## src/rtl/tick_gen_pkg.sv

```systemverilog
// Shared types and elaboration helpers for the tick generator.
package tick_gen_pkg;

   typedef enum logic {IDLE, RUN} tick_state_t;

   typedef logic [1:0] rate_sel_t;

   function automatic int half_count(input int clk_hz, input int rate_hz);
      return clk_hz / (2 * rate_hz);
   endfunction

   function automatic int max4(input int a, input int b, input int c, input int d);
      int m;
      m = a;
      if (b > m) m = b;
      if (c > m) m = c;
      if (d > m) m = d;
      return m;
   endfunction

endpackage

```

## src/rtl/tick_gen_div.sv

```systemverilog
// Divider core of tick_gen: half-period counter, or with TICK_GEN_FRAC_EN a phase
// accumulator, raising toggle on the cycle whose edge ends a half-period.
module tick_gen_div
   import tick_gen_pkg::*;
#(
`ifdef TICK_GEN_FRAC_EN
   parameter int CLK_HZ = 27_000_000,
`endif
   parameter int W = 8
) (
   input  logic         clk,
   input  logic         nrst,
   input  logic         clear,
   input  logic         run,
`ifdef TICK_GEN_FRAC_EN
   input  logic [W-1:0] incr,
`else
   input  logic [W-1:0] half,
`endif
   output logic         toggle
);

`ifdef TICK_GEN_FRAC_EN
   logic [W-1:0] acc;
   logic [W-1:0] acc_sum;

   // Remainder carries over each wrap, so the long-term rate is exact.
   assign acc_sum = acc + incr;
   assign toggle  = run && (acc_sum >= W'(CLK_HZ));

   always_ff @(posedge clk or negedge nrst) begin
      if (!nrst)
         acc <= '0;
      else if (clear)
         acc <= '0;
      else if (run)
         acc <= toggle ? acc_sum - W'(CLK_HZ) : acc_sum;
   end
`else
   logic [W-1:0] cnt;

   assign toggle = run && (cnt == half - 1'b1);

   always_ff @(posedge clk or negedge nrst) begin
      if (!nrst)
         cnt <= '0;
      else if (clear)
         cnt <= '0;
      else if (run)
         cnt <= toggle ? '0 : cnt + 1'b1;
   end
`endif

endmodule

```

## src/rtl/tick_gen.sv

```systemverilog
// Slow tick generator: square wave plus rising-edge strobe at one of four rates.
// Define TICK_GEN_FRAC_EN for the fractional (phase accumulator) divider.
module tick_gen
   import tick_gen_pkg::*;
#(
   parameter int CLK_HZ   = 27_000_000,
   parameter int RATE0_HZ = 10,
   parameter int RATE1_HZ = 5,
   parameter int RATE2_HZ = 2,
   parameter int RATE3_HZ = 1
) (
   input  logic       clk,
   input  logic       nrst,
   input  logic       en,
   input  logic       restart,
   input  logic [1:0] rate_sel,
   output logic       tick_sq,
   output logic       tick_pulse,
   output logic       busy
);

   localparam int HALF0 = half_count(CLK_HZ, RATE0_HZ);
   localparam int HALF1 = half_count(CLK_HZ, RATE1_HZ);
   localparam int HALF2 = half_count(CLK_HZ, RATE2_HZ);
   localparam int HALF3 = half_count(CLK_HZ, RATE3_HZ);

`ifdef TICK_GEN_FRAC_EN
   localparam int RATE_MAX = max4(RATE0_HZ, RATE1_HZ, RATE2_HZ, RATE3_HZ);
   localparam int W = $clog2(CLK_HZ + 2 * RATE_MAX) + 1;
`else
   localparam int HALF_MAX = max4(HALF0, HALF1, HALF2, HALF3);
   localparam int W = $clog2(HALF_MAX);
`endif

   if (HALF0 < 2 || HALF1 < 2 || HALF2 < 2 || HALF3 < 2) begin : g_half_check
      $error("tick_gen: every half period must be at least two clocks");
   end

   tick_state_t  state;
   rate_sel_t    active;
   logic [W-1:0] step;
   logic         clear;
   logic         run;
   logic         toggle;

   // Per-rate divider operand for the currently latched rate.
   always_comb begin
      step = '0;
      case (active)
`ifdef TICK_GEN_FRAC_EN
         2'd0: step = W'(2 * RATE0_HZ);
         2'd1: step = W'(2 * RATE1_HZ);
         2'd2: step = W'(2 * RATE2_HZ);
         2'd3: step = W'(2 * RATE3_HZ);
`else
         2'd0: step = W'(HALF0);
         2'd1: step = W'(HALF1);
         2'd2: step = W'(HALF2);
         2'd3: step = W'(HALF3);
`endif
         default: step = '0;
      endcase
   end

   // Restart and leaving RUN both take priority over a terminal count.
   assign clear = (state == IDLE) || !en || restart;
   assign run   = (state == RUN) && en && !restart;

   tick_gen_div #(
`ifdef TICK_GEN_FRAC_EN
      .CLK_HZ (CLK_HZ),
`endif
      .W      (W)
   ) u_div (
      .clk    (clk),
      .nrst   (nrst),
      .clear  (clear),
      .run    (run),
`ifdef TICK_GEN_FRAC_EN
      .incr   (step),
`else
      .half   (step),
`endif
      .toggle (toggle)
   );

   // Rate is re-latched only at half-period boundaries so no runt half-period appears.
   always_ff @(posedge clk or negedge nrst) begin
      if (!nrst) begin
         state      <= IDLE;
         active     <= '0;
         tick_sq    <= 1'b0;
         tick_pulse <= 1'b0;
         busy       <= 1'b0;
      end else begin
         tick_pulse <= 1'b0;
         case (state)
            IDLE: begin
               tick_sq <= 1'b0;
               if (en) begin
                  state  <= RUN;
                  busy   <= 1'b1;
                  active <= rate_sel;
               end
            end
            RUN: begin
               if (!en) begin
                  state   <= IDLE;
                  busy    <= 1'b0;
                  tick_sq <= 1'b0;
               end else if (restart) begin
                  tick_sq <= 1'b0;
                  active  <= rate_sel;
               end else if (toggle) begin
                  tick_sq    <= ~tick_sq;
                  tick_pulse <= ~tick_sq;
                  active     <= rate_sel;
               end
            end
            default: state <= IDLE;
         endcase
      end
   end

endmodule

```

## config.mk

```make
export PLATFORM = sky130hd
export DESIGN_NAME = tick_gen
export DESIGN_NICKNAME = d
export VERILOG_FILES = /design/src/rtl/tick_gen_pkg.sv /design/src/rtl/tick_gen_div.sv /design/src/rtl/tick_gen.sv
export SDC_FILE = /design/constraint.sdc
export NUM_CORES = 1
export LEC_CHECK = 0
export CORE_MARGIN = 2
export CORE_UTILIZATION = 50
export DETAILED_ROUTE_END_ITERATION = 7
export PLACE_DENSITY = 0.68
export SLEW_MARGIN = 30
export SYNTH_ARGS = -nofsm -noshare
export SYNTH_HDL_FRONTEND = slang
export SYNTH_SLANG_ARGS = --single-unit
```

## constraint.sdc

```tcl
create_clock -name clk -period 4.6 [get_ports clk]
set_input_delay 1.15 -clock clk [delete_from_list [all_inputs] [get_ports clk]]
set_output_delay 1.15 -clock clk [all_outputs]
set_load 0.02 [all_outputs]
```

==> impl_results.rst <==
.. list-table::
   :header-rows: 1

   * - Metric
     - Value
   * - Arrival time at the worst endpoint
     - 3320 ps
   * - Total of flip-flops plus latches after synthesis
     - 30
   * - Crit Path Max Fanout
     - 5
   * - Highest ir drop seen on vdd
     - 0.000180 V
   * - Primary flip-flop cell chosen by synthesis mapping
     - dfrtp_1
   * - Share of layout cells above drive strength 1
     - 0.0725
   * - Count of buffers added by post-CTS timing repair for setup
     - 0
   * - Final net count
     - 207
   * - Relative max-transition margin
     - 0.408
   * - Result of the run
     - finished, final reports clean
   * - Critical path data required time
     - 4830 ps
   * - Initial drt markers
     - 95
   * - Library cells used by synthesis
     - 39
   * - Worst R2R Path Depth
     - 7
   * - Global-route wire length before repair
     - 6240 um
   * - Worst-case setup margin in the final layout
     - 1510 ps
   * - Dominant cells by area after synthesis
     - dfrtp_1 (42%), xor2_1 (8.9%), nor2_1 (6.4%)
   * - Ports placed on the boundary
     - 9
   * - Hold buffer count at cts
     - 0
   * - Syn_area_per_cell
     - 9.65 um^2
   * - Number of clock buffers inserted by TritonCTS
     - 5
   * - Placeable Area
     - 3360 um^2
   * - Register share of total power
     - 0.564
   * - Post-DR wirelength/cell
     - 15.4 um
   * - Transition time of the tightest slew-check pin
     - 881 ps
   * - RePlAce Congestion
     - 0.844
   * - Number of synthesized flops with an enable pin
     - 0
   * - Chip Width
     - 63.4 um
   * - Worst Setup End Kind
     - flop
   * - Setup tns final
     - 0 ps
   * - Number of hold violations in the final report
     - 0
   * - Proportion of total power due to net switching
     - 0.273
   * - Number of warnings issued by yosys
     - 0
   * - Fmax
     - 324 MHz
   * - Unrepaired setup endpoints after global routing
     - false
   * - Length of the first detailed-routing pass in iterations
     - 5
   * - Cell-internal power
     - 354 uW
   * - Die ar.
     - 4020 um^2
   * - Die outline height
     - 63.4 um
   * - Area share of the largest cell type after synthesis
     - 0.425
   * - Buffer type at the clock tree root
     - clkbuf_4
   * - Critical Path Source Type
     - input pin
   * - Clk network pwr share
     - 0.300
   * - Number of inserted diodes
     - 0
   * - Maximum number of pins on one net before global-route repair
     - 31
   * - Clock slew seen by the registers of the worst setup and hold paths
     - 90 ps
   * - Instance count along the most critical hold path
     - 1
   * - Critical register-to-register path endpoint
     - active[1]
   * - Shortest clock period the worst path allows after layout
     - 3090 ps
   * - LEAKAGE
     - 0.816 nW
   * - End point of the most critical hold path
     - u_div.cnt[0]
   * - Clk sink count
     - 30
   * - Total number of vias
     - 1,363
   * - Clock Skews
     - 6.06 ps
   * - Period utilization
     - 0.672
   * - Number of resized instances in the post-cts repair step
     - 0
   * - Class of the most critical hold timing path
     - reg -> reg
   * - Max Root-Sink Buffers
     - 2
   * - Number of I/O port buffers
     - 8
   * - Number of maximum-capacitance constraint violations
     - 0
   * - Minimum setup slack after placement
     - 1140 ps
   * - Number of standard cells after synthesis
     - 183
   * - Seq/Total Area, Yosys
     - 0.425
   * - Number of pins exceeding their max-slew limit in the final report
     - 0
   * - Final instance area
     - 1930 um^2
   * - Start-to-end type of the worst setup path
     - in -> reg
   * - Total standard cell area after synthesis
     - 1770 um^2
   * - GRT Residual Overflow
     - 0
   * - Power Dens Cells
     - 252 nW/um^2
   * - Net switching power figure
     - 133 uW
   * - Vias in the first global route
     - 1,345
   * - Reg-to-reg critical path startpoint
     - active[0]
   * - Initial Util
     - 0.525
   * - Final routed wirelength across all metal layers
     - 3670 um
   * - Remaining DRCs
     - 0
   * - Number of rows in the core area
     - 21
   * - HP Start
     - u_div.cnt[0]
   * - R2R Setup Slk
     - 2180 ps
   * - Number of antenna-violating nets in the routed design
     - 0
   * - Detailed placer's ending HPWL
     - 2700 um
   * - Post-Syn Nets
     - 197
   * - Post-synthesis to final-layout area growth
     - 9.35%
   * - Gr usage total
     - 0.211
   * - Detailed-route vias per instance
     - 5.70
   * - Antenna violations before repair
     - 0
   * - Part of the total power dissipated in combinational logic
     - 0.137
   * - Most numerous cell types in the synthesized netlist
     - dfrtp_1 (30), nor2_1 (30), xor2_1 (18), nand3_1 (9), xnor2_1 (9)
   * - Ys async rst share
     - 1.00
   * - # setup viols final
     - 0
   * - Number of H-tree levels
     - 2
   * - Post-detailed-placement cell area
     - 1880 um^2
   * - Synth area leader
     - dfrtp_1
   * - Clock insertion delay at the later pin of the skew report
     - 340 ps
   * - Clock tree from TritonCTS
     - yes
==> cell type report <==
type / count / area, um^2
Multi-Input combinational cell: 140 / 958
Inverter: 6 / 22.5
Clock buffer: 5 / 37.5
Sequential cell: 30 / 751
Clock inverter: 2 / 10.0
Fill cell: 332 / 1430
Tap cell: 46 / 57.6
Timing Repair Buffer: 10 / 95.1
==> registers in the layout, indices dropped and copies added, names as in the netlist <==
name        cells
u_div.cnt      24
active          2
busy            1
state           1
tick_pulse      1
tick_sq         1
==> metrics by stage <==
stage | total power [mW] | std cells | utilization | hold slack, ps
2_1_floorplan | 0.323 | 183 | - | 445
3_3_place_gp | 0.343 | 232 | 0.560 | 471
3_5_place_dp | 0.346 | 232 | 0.560 | 485
4_1_cts | 0.491 | 239 | 0.574 | 499
5_1_grt | 0.514 | 239 | 0.574 | 532
6_report | 0.486 | 239 | 0.574 | 505
==> logic make-up (layout without fill, tap and decap cells) <==
logic type / Yosys count / in the layout / synth area share
DFF: 30 / 30 / 0.425
adders and majority gates: 8 / 8 / 0.0567
and+or+nand+nor: 84 / 84 / 0.254
buffers and inverters: 13 / 23 / 0.0326
muxes: 4 / 4 / 0.0290
AOI/OAI and AO/OA: 17 / 17 / 0.0694
xor gates and xnor gates: 27 / 27 / 0.134
==> power by group through the flow <==
| stage | Clock [mW] | Combinational [mW] | Sequential (mW) |
|---|---|---|---|
| finish | 0.146 | 0.0664 | 0.274 |
| global route | 0.164 | 0.0750 | 0.275 |
| CTS | 0.150 | 0.0666 | 0.274 |
| detailed placement | 0 | 0.0665 | 0.279 |
| global placement | 0 | 0.0638 | 0.279 |
| floorplan | 0 | 0.0434 | 0.280 |
==> worst max-delay path by stage <==
stage / start / to / slack, ps / cells past startpoint
after CTS: en / active[1] / 1510 / 7
final: en / active[1] / 1510 / 7
after floorplan: en / active[0] / 1820 / 6
after detailed placement: en / active[1] / 1140 / 7
after global routing: en / u_div.cnt[6] / 1380 / 8
after global placement: en / active[0] / 1200 / 7
==> placed cells by master (no fill, tap or decap), types with 2 or more instances in the layout <==
cell,Yosys,final
mux2_4,2,2
nand2_1,8,8
inv_1,6,6
ha_1,8,8
buf_4,2,2
a31oi_1,3,3
nand4_1,8,8
xor2_1,18,18
nor2_1,30,30
dfrtp_1,30,30
o21ai_0,3,3
nor3_1,4,4
xnor2_1,9,9
and3_1,8,8
nor2b_1,4,4
nand3_1,9,9
clkbuf_4,0,5
a2111o_1,2,2
clkdlybuf4s50_1,0,8
a21oi_1,3,3
and4bb_1,2,2
clkinv_2,0,2
and4_1,2,2
==> routing by layer <==
metal / routed length (um) / track usage / vias to the layer above
li1: - / - / 657
met1: 1640 / 0.271 / 657
met2: 1730 / 0.326 / 37
met3: 204 / 0.0571 / 12
met4: 96 / 0.106 / 0
met5: 0 / 0 / -
==> worst max-delay path: stages <==
cell	delay [ps]
clkdlybuf4s50_1	530
ha_1	150
nor2b_1	230
o2111ai_1	140
or4_4	590
o32a_1	220
mux2_4	310
Power figures use the tool's default switching activity.
